[src/rtl/rs_wdec_pkg.sv]
// ----------------------------------------------------------------------------
// rs_wdec_pkg
// Shared constants and types for the pipelined RS write decoder.
//   DEF_ADDR_W / DEF_DATA_W / DEF_NUM_CH / DEF_CNT_W : default widths
//   wr_req_t : {addr, data, bad} write request at the default widths
//   onehot() : address -> NUM_CH-bit one-hot strobe (all-zero out of range)
// ----------------------------------------------------------------------------
package rs_wdec_pkg;

    localparam int DEF_ADDR_W = 4;
    localparam int DEF_DATA_W = 8;
    localparam int DEF_NUM_CH = 12;
    localparam int DEF_CNT_W  = 8;

    typedef struct packed {
        logic [DEF_ADDR_W-1:0] addr;
        logic [DEF_DATA_W-1:0] data;
        logic                  bad;
    } wr_req_t;

    // Addresses beyond the channel count produce no strobe bit at all.
    function automatic logic [DEF_NUM_CH-1:0] onehot(input logic [DEF_ADDR_W-1:0] addr);
        logic [DEF_NUM_CH-1:0] result;
        result = '0;
        for (int i = 0; i < DEF_NUM_CH; i++) begin
            if (addr == DEF_ADDR_W'(i)) begin
                result[i] = 1'b1;
            end
        end
        return result;
    endfunction

endpackage

[src/rtl/rs_write_decoder_pipe_dec.sv]
// ----------------------------------------------------------------------------
// rs_onehot_dec
// Combinational address decoder sitting between the S1 and S2 registers.
// Ports:
//   addr     in  ADDR_W  channel address
//   strobe   out NUM_CH  one-hot strobe, all-zero when addr is out of range
//   in_range out 1       addr < NUM_CH
// ----------------------------------------------------------------------------
module rs_onehot_dec
    import rs_wdec_pkg::*;
#(
    parameter int ADDR_W = DEF_ADDR_W,
    parameter int NUM_CH = DEF_NUM_CH
) (
    input  logic [ADDR_W-1:0] addr,
    output logic [NUM_CH-1:0] strobe,
    output logic              in_range
);

    // The range check falls out of the decode itself: an address with no
    // matching channel yields an empty strobe. This also covers the
    // NUM_CH == 2**ADDR_W case, where every address is legal.
    always_comb begin
        strobe = '0;
        for (int i = 0; i < NUM_CH; i++) begin
            if (addr == ADDR_W'(i)) begin
                strobe[i] = 1'b1;
            end
        end
        in_range = |strobe;
    end

endmodule

[src/rtl/rs_write_decoder_pipe.sv]
// ----------------------------------------------------------------------------
// rs_write_decoder_pipe
// Two-stage pipelined RS write decoder. Write requests enter S1 on a
// valid/ready handshake, are decoded to a one-hot channel strobe and presented
// from the S2 output register on a back-pressurable valid/ready interface.
// Illegal writes are retired from S1 without touching S2 and are reported
// through sticky error flags and a saturating drop counter.
//
// Optional feature macro: RSDEC_PARITY_EN
//   defined   : even parity over {in_addr,in_data,in_parity} is checked at
//               acceptance; failing requests are dropped and set err_par.
//   undefined : in_parity is ignored and err_par is tied to 0.
//
// Ports:
//   clk, rst_n             clock, asynchronous active-low reset
//   in_valid/in_ready      request handshake (in_ready is combinational)
//   in_addr, in_data       request channel address and write data
//   in_parity              even-parity bit (only with RSDEC_PARITY_EN)
//   out_valid/out_ready    decoded write handshake
//   out_strobe, out_data   one-hot channel strobe and write data
//   clr_err                synchronous clear of err_addr, err_par, drop_cnt
//   err_addr, err_par      sticky drop reasons
//   drop_cnt               saturating count of dropped requests
// ----------------------------------------------------------------------------
module rs_write_decoder_pipe
    import rs_wdec_pkg::*;
#(
    parameter int ADDR_W = DEF_ADDR_W,
    parameter int DATA_W = DEF_DATA_W,
    parameter int NUM_CH = DEF_NUM_CH,
    parameter int CNT_W  = DEF_CNT_W
) (
    input  logic              clk,
    input  logic              rst_n,
    input  logic              in_valid,
    output logic              in_ready,
    input  logic [ADDR_W-1:0] in_addr,
    input  logic [DATA_W-1:0] in_data,
    input  logic              in_parity,
    output logic              out_valid,
    input  logic              out_ready,
    output logic [NUM_CH-1:0] out_strobe,
    output logic [DATA_W-1:0] out_data,
    input  logic              clr_err,
    output logic              err_addr,
    output logic              err_par,
    output logic [CNT_W-1:0]  drop_cnt
);

    // S1 entry at this instance's widths; same layout as the package wr_req_t.
    typedef struct packed {
        logic [ADDR_W-1:0] addr;
        logic [DATA_W-1:0] data;
        logic              bad;
    } req_t;

    logic              s1_valid;
    req_t              s1_req;
    logic [NUM_CH-1:0] s1_strobe;
    logic              s1_in_range;
    logic              in_par_fail;
    logic              in_fire;
    logic              s2_load;
    logic              s1_range_bad;
    logic              s1_par_bad;
    logic              s1_bad;
    logic              s1_adv;

`ifdef RSDEC_PARITY_EN
    // Even parity: the XOR over address, data and parity bit must be zero.
    assign in_par_fail = ^{in_addr, in_data, in_parity};
`else
    logic unused_parity;
    assign unused_parity = in_parity;
    assign in_par_fail   = 1'b0;
`endif

    rs_onehot_dec #(
        .ADDR_W (ADDR_W),
        .NUM_CH (NUM_CH)
    ) u_dec (
        .addr     (s1_req.addr),
        .strobe   (s1_strobe),
        .in_range (s1_in_range)
    );

    // A bad S1 entry always advances because it retires without needing S2.
    // This keeps a dropped request from ever blocking the input.
    always_comb begin
        s2_load      = !out_valid || out_ready;
        s1_range_bad = s1_valid && !s1_in_range;
        s1_par_bad   = s1_valid && s1_req.bad;
        s1_bad       = s1_range_bad || s1_par_bad;
        s1_adv       = s1_valid && (s1_bad || s2_load);
    end

    assign in_ready = !s1_valid || s1_adv;
    assign in_fire  = in_valid && in_ready;

    // S1 holds a single entry. The parity verdict is captured alongside the
    // request because in_parity is only meaningful in the accepting cycle.
    always_ff @(posedge clk or negedge rst_n) begin
        if (!rst_n) begin
            s1_valid <= 1'b0;
            s1_req   <= '0;
        end else if (in_fire) begin
            s1_valid    <= 1'b1;
            s1_req.addr <= in_addr;
            s1_req.data <= in_data;
            s1_req.bad  <= in_par_fail;
        end else if (s1_adv) begin
            s1_valid <= 1'b0;
        end
    end

    // S2 output register. out_data is deliberately left holding the last
    // delivered value when the stage empties; only valid and strobe clear.
    always_ff @(posedge clk or negedge rst_n) begin
        if (!rst_n) begin
            out_valid  <= 1'b0;
            out_strobe <= '0;
            out_data   <= '0;
        end else if (s1_adv && !s1_bad) begin
            out_valid  <= 1'b1;
            out_strobe <= s1_strobe;
            out_data   <= s1_req.data;
        end else if (s2_load) begin
            out_valid  <= 1'b0;
            out_strobe <= '0;
        end
    end

    // Error reporting. A drop in the same cycle as clr_err wins over the
    // clear, so the counter restarts at 1 rather than being lost.
    always_ff @(posedge clk or negedge rst_n) begin
        if (!rst_n) begin
            err_addr <= 1'b0;
            drop_cnt <= '0;
        end else begin
            if (s1_range_bad) begin
                err_addr <= 1'b1;
            end else if (clr_err) begin
                err_addr <= 1'b0;
            end

            if (s1_bad) begin
                if (clr_err) begin
                    drop_cnt <= CNT_W'(1);
                end else if (drop_cnt != '1) begin
                    drop_cnt <= drop_cnt + CNT_W'(1);
                end
            end else if (clr_err) begin
                drop_cnt <= '0;
            end
        end
    end

`ifdef RSDEC_PARITY_EN
    // Sticky parity error flag, same set-beats-clear rule as err_addr.
    always_ff @(posedge clk or negedge rst_n) begin
        if (!rst_n) begin
            err_par <= 1'b0;
        end else if (s1_par_bad) begin
            err_par <= 1'b1;
        end else if (clr_err) begin
            err_par <= 1'b0;
        end
    end
`else
    assign err_par = 1'b0;
`endif

endmodule

[config.mk]
export PLATFORM = sky130hd
export DESIGN_NAME = rs_write_decoder_pipe
export DESIGN_NICKNAME = d
export VERILOG_FILES = /design/src/rtl/rs_wdec_pkg.sv /design/src/rtl/rs_write_decoder_pipe_dec.sv /design/src/rtl/rs_write_decoder_pipe.sv
export SDC_FILE = /design/constraint.sdc
export NUM_CORES = 1
export LEC_CHECK = 0
export CORE_UTILIZATION = 41
export CTS_BUF_LIST = sky130_fd_sc_hd__clkbuf_4 sky130_fd_sc_hd__clkbuf_8
export DETAILED_ROUTE_END_ITERATION = 6
export GPL_ROUTABILITY_DRIVEN = 0
export PLACE_DENSITY = 0.71
export SKIP_CTS_REPAIR_TIMING = 1
export SLEW_MARGIN = 0
export SYNTH_ARGS = -nofsm -noshare
export SYNTH_HDL_FRONTEND = slang
export SYNTH_SLANG_ARGS = --single-unit
[constraint.sdc]
create_clock -name clk -period 2.2 [get_ports clk]
set_input_delay 0.22 -clock clk [delete_from_list [all_inputs] [get_ports clk]]
set_output_delay 0.22 -clock clk [all_outputs]
set_load 0.03 [all_outputs]
### Word level (Yosys, flattened, before mapping)

Cells that the tools add are included.

| storage, ports and cells | value |
|---|---|
| input bits | 18 |
| bits in registers | 43 |
| word-level logic and storage cells | 63 |

| cells by class | value |
|---|---|
| reduce and logical (&&, ||, !) cells | 18 |
| add/subtract/negate cells | 1 |
| mux-type cells | 24 |
| eq/ne operators | 12 |

Operators with widths:

| kind | number |
|---|---|
| $mux W8 | 4 |
| $mux W12 | 2 |
| $mux W1 | 18 |
| $eq A4 B3 Y1 const B | 4 |
| $eq A4 B4 Y1 const B | 4 |
| $reduce_or A12 Y1 | 1 |
| $add A8 B1 Y8 const B | 1 |
| $eq A4 B2 Y1 const B | 2 |
| $ne A8 B8 Y1 const B | 1 |
| $reduce_bool A2 Y1 | 4 |
| $eq A4 B1 Y1 const B | 1 |
| $logic_and A1 B1 Y1 | 4 |
| $logic_not A1 Y1 | 4 |
| $logic_not A4 Y1 | 1 |
| $logic_or A1 B1 Y1 | 3 |
| $reduce_and A2 Y1 | 1 |

### Logic depth before layout (Yosys ltp)

| logic depth | value |
|---|---|
| word-level depth | 10 |
| gate-level depth with buffers | 5 |
| depth with buffers taken out | 4 |

### Hierarchy

Synthesis repeated with hierarchy kept, for this count alone.

| unflattened totals | value |
|---|---|
| cell total of the unflattened synthesis | 147 |
| area, all modules | 2100.8 um^2 |

By module, submodules not included:

| module | area an instance (um^2) | cells each | times used |
|---|---|---|---|
| rs_write_decoder_pipe | 1853.0 | 130 | 1 |
| rs_onehot_dec | 247.7 | 17 | 1 |

### Worst setup path after synthesis

Ideal clock, no wire load.

| timing | value |
|---|---|
| kind | register -> register |
| from | register drop_cnt[0] |
| to | register drop_cnt[4] |
| cell stages (with the launch flop) | 6 |
| arrival | 1.654 ns |
| required time | 2.075 ns |
| buffers on the path | 1 |
| library setup time | 0.125 ns |
| path slack | 0.421 ns |
| cell sequence | dfrtp_1 > ha_1 > and4_1 > buf_2 > a211oi_2 > mux2_2 |

| between the ends | value |
|---|---|
| word-level cells in the longest chain between the ends | 4 |
| elaborated cells on any way between the ends | 7 |
| classes of those cells | 1 x add/sub; 1 x eq/ne; 3 x mux; 2 x reduce/logical |

RTL lines:

| element | line | text |
|---|---|---|
| start, declared | rs_write_decoder_pipe.sv:47 | `output logic [CNT_W-1:0] drop_cnt` |
| start signal, assigned | rs_write_decoder_pipe.sv:150 | `drop_cnt <= drop_cnt + CNT_W'(1);` |
| $add A8 B1 Y8 | rs_write_decoder_pipe.sv:150 |  |
| $mux W8 | rs_write_decoder_pipe.sv:149 | `end else if (drop_cnt != '1) begin` |
| $mux W8 | rs_write_decoder_pipe.sv:147 | `if (clr_err) begin` |
| $mux W8 | rs_write_decoder_pipe.sv:146 | `if (s1_bad) begin` |

Parallel ways exist; a longest one is shown, timed or not. The select of a mux whose other input is x is not followed.
A chain may end at the register's enable or synchronous reset.

### Final worst setup path

| timing | value |
|---|---|
| from | register, netlist name s1_req[12] |
| to | output in_ready |

| between the ends | value |
|---|---|
| word-level cells in the longest chain between the ends | 8 |
| elaborated cells on any way between the ends | 30 |
| classes of those cells | 11 x eq/ne; 12 x mux; 7 x reduce/logical |

RTL lines:

| element | line | text |
|---|---|---|
| $eq A4 B1 Y1, or another cell as far along | rs_write_decoder_pipe_dec.sv:26 | `if (addr == ADDR_W'(i)) begin` |
| $mux W1 | rs_write_decoder_pipe_dec.sv:26 |  |
| $reduce_or A12 Y1 (*) | rs_write_decoder_pipe_dec.sv:30 | `in_range = \|strobe;` |
| $logic_not A1 Y1 (*) | rs_write_decoder_pipe.sv:91 | `s1_range_bad = s1_valid && !s1_in_range;` |
| $logic_and A1 B1 Y1 (*) | rs_write_decoder_pipe.sv:91 |  |
| $logic_or A1 B1 Y1 (*) | rs_write_decoder_pipe.sv:94 | `s1_adv = s1_valid && (s1_bad \|\| s2_load);` |
| $logic_and A1 B1 Y1 (*) | rs_write_decoder_pipe.sv:94 |  |
| $logic_or A1 B1 Y1 (*) | rs_write_decoder_pipe.sv:97 | `assign in_ready = !s1_valid \|\| s1_adv;` |
| end, declared | rs_write_decoder_pipe.sv:36 | `output logic in_ready,` |

Mark *: on every way between the ends. The rest lies on a longest branch, timed or not.

==> flow_summary.ini <==
[global_route]
grt_max_degree = 44
grt_usage = 0.171
antenna_found_initial = 0
grt_pass1_vias = 1424
grt-ovfl-total = 0
grt_pass1_wl_mm = 6.70

[yosys]
synth.distinct_cells = 38
synthAdderAreaFrac = 0.00636
yosysWarnings = 0
synth_simple_gate_area_share = 0.125
synth_nets = 174
synth_edf_count = 0
synthMuxAreaShare = 0.150
syn_area_per_cell_sq_um = 12.7
ys_seq_elements = 43
yosys_most_used_dff = dfrtp_1
synth_area_sq_um = 1970
synth_compound_area_frac = 0.119
synth.yosys.seq_area_share = 0.547
syn_inst = 155
synthXorXnorAreaFrac = 0
synth_top_family_by_area = multiplexers
synth-async-reset-ratio = 1.00

[floorplanning]
dieHeight_microns = 71.3
start_util = 0.440
core.rowCount = 24
core_area_sq_um = 4470
dieArea_sq_um = 5080
die_w_microns = 71.3
io_pins = 50

[route]
dr.first_iter.drc_count = 94
vias = 1368
wl_mm = 3.87
dr.pass1.iters = 6
drc = 3
ant_nets = 0
via_per_inst = 5.45
routedWlPerCell_microns = 15.4

[worst_hold_path]
min_path_type = input port to async pin

[finish]
final_nets = 217
fillers = 385
drive_gt1_frac = 0.196
antenna_cells = 0
final_util = 0.562
area_growth_pct = 27.7
fin_cells = 251

[timing]
finalSetupViolations = 0
worst_pin_slew_ps = 920
hold_viol_final = 0
slew_headroom = 0.387
skew_ps = 10.8
final.min_clock_period_ps = 2020
setup_ws_ps = 185
grt_setup_unrepaired = no
slew_violations = 0
tns_ps = 0
max_freq_ghz = 0.496
min_period_over_period = 0.916

[worst_setup_path]
worst_path_max_delay_cell = clkdlybuf4s50_1
worst_setup_path_start_kind = register
required_ps = 1980
r2r_slack_ps = 500
worstSetupPathType = register to output pin
max_stage_delay_ps = 690
cp_cell_sequence = nand2_1 -> nand3_1 -> clkdlybuf4s50_1
worstPathMaxFanout = 9
worst_setup_path_end_kind = output pin
arrival_ps = 1800

[cts]
h-tree-depth = 2
cts-root-buf = clkbuf_8
insertion_delay_ps = 300
clk_pin_slew_worst_paths_ps = 80
cts_num_sinks = 43
cts_buffers = 5
cts_tree = yes
cts_max_path_buffers = 2

[status]
violations = design-rule violations
run_status = complete, but fails checks

[power_and_ir_drop]
power.leakage_uw = 0.00108
powerDensity_nw_per_um2 = 864
peakVddDrop_mv = 0.558

[placement]
dp_cells = 243
pre_cts_slack_ps = 363
hpwlAfterDp_mm = 2.73
portBuffers = 47

[flow_run]
cap_violations = 0
area by class of cell:
class                   count  area [sq um]  share of cell area
multi-input cells          96           791               0.315
repair buffers             49           480               0.191
clock buffers               7          83.8              0.0334
well taps                  52          65.1              0.0259
inverters                   3          11.3             0.00448
flip-flops and latches     43          1080               0.428
clock inverters             1          5.00             0.00199
where the power goes:
part	switching, uW	internal, uW	leakage (uW)
Clock	255	248	0.0000491
Combinational	341	313	0.000481
Sequential	101	912	0.000546
Total	697	1470	0.00108
synthesized netlist by cell type (2+ instances only):
cell type | number | share of area
nor2b_1 | 3 | 0.0095
nand3_1 | 3 | 0.0076
o21ai_0 | 7 | 0.018
and4_1 | 3 | 0.013
o31ai_1 | 2 | 0.0076
buf_6 | 2 | 0.011
buf_2 | 5 | 0.013
clkbuf_1 | 4 | 0.0076
mux2_2 | 12 | 0.069
inv_1 | 3 | 0.0057
a211oi_2 | 2 | 0.013
a32o_1 | 4 | 0.020
nand2_1 | 16 | 0.031
nand4b_1 | 2 | 0.0089
a211oi_1 | 3 | 0.011
and3_1 | 3 | 0.0095
nand2b_1 | 5 | 0.016
a41oi_1 | 2 | 0.0089
nor2_1 | 2 | 0.0038
a21oi_1 | 3 | 0.0076
dfrtp_1 | 43 | 0.55
mux2_4 | 10 | 0.076
routing by layer:
layer  wire length (microns)  GRT usage  vias to the layer above
met1                    1670      0.210                      681
met3                     238     0.0661                        4
met4                      40     0.0489                        0
li1                        -          -                      640
met2                    1930      0.280                       43
met5                       0          0                        -
per-stage QoR:
step	power, uW	hold slack, ps	cell area (sq um)
floorplan	1420	-75.6	1970
global placement	1670	397	2420
detailed placement	1680	420	2420
CTS	2190	96.4	2510
global route	2290	140	2510
finish	2170	62.7	2510
path summary, 6_finish.rpt:
kind | depth (start not counted) | end | startpoint
setup / recovery | 3 | in_ready | s1_req[12]$_DFFE_PN0P_
min in group clk | 2 | out_strobe[5]$_DFFE_PN0P_ | out_strobe[5]$_DFFE_PN0P_
setup reg to reg | 4 | drop_cnt[4]$_DFFE_PN0P_ | drop_cnt[0]$_DFFE_PN0P_
hold / removal | 1 | s1_req[1]$_DFFE_PN0P_ | rst_n
max in group asynchronous | 1 | s1_req[9]$_DFFE_PN0P_ | rst_n
hold reg to reg | 2 | out_strobe[5]$_DFFE_PN0P_ | out_strobe[5]$_DFFE_PN0P_
cell families after synthesis:
group                      after synthesis
DFF                                     43
and+or+nand+nor                         42
AOI/OAI and AO/OA                       29
muxes                                   23
buffers and inverters                   16
adders and majority gates                1
other                                    1
worst max-delay path: cells and delay by family (launching register included):
family | cells | cell delay, ps
DFF | 1 | 530
buffers and inverters | 1 | 690
and+or+nand+nor | 2 | 300
layout by cell type, fill, tap and decap left out, drive strengths merged, types with 2 or more instances in the layout:
cell type,synthesis,final
clkdlybuf4s50,0,46
dfrtp,43,43
mux2,22,22
nand2,16,16
o21ai,8,8
clkbuf,4,7
nand2b,5,5
a211oi,5,5
a32o,4,4
nand3,4,4
nor2b,3,3
inv,3,3
and3,3,3
and4,3,3
a21oi,3,3
buf,9,3
nand4b,2,2
o31ai,2,2
a41oi,2,2
nor2,2,2
nor4b,2,2
state kept, by name (all words and copies together), names as in the netlist:
register    cells
out_valid       1
err_addr        1
out_data        8
s1_valid        1
drop_cnt        8
s1_req         12
out_strobe     12
Power figures use the tool's default switching activity.
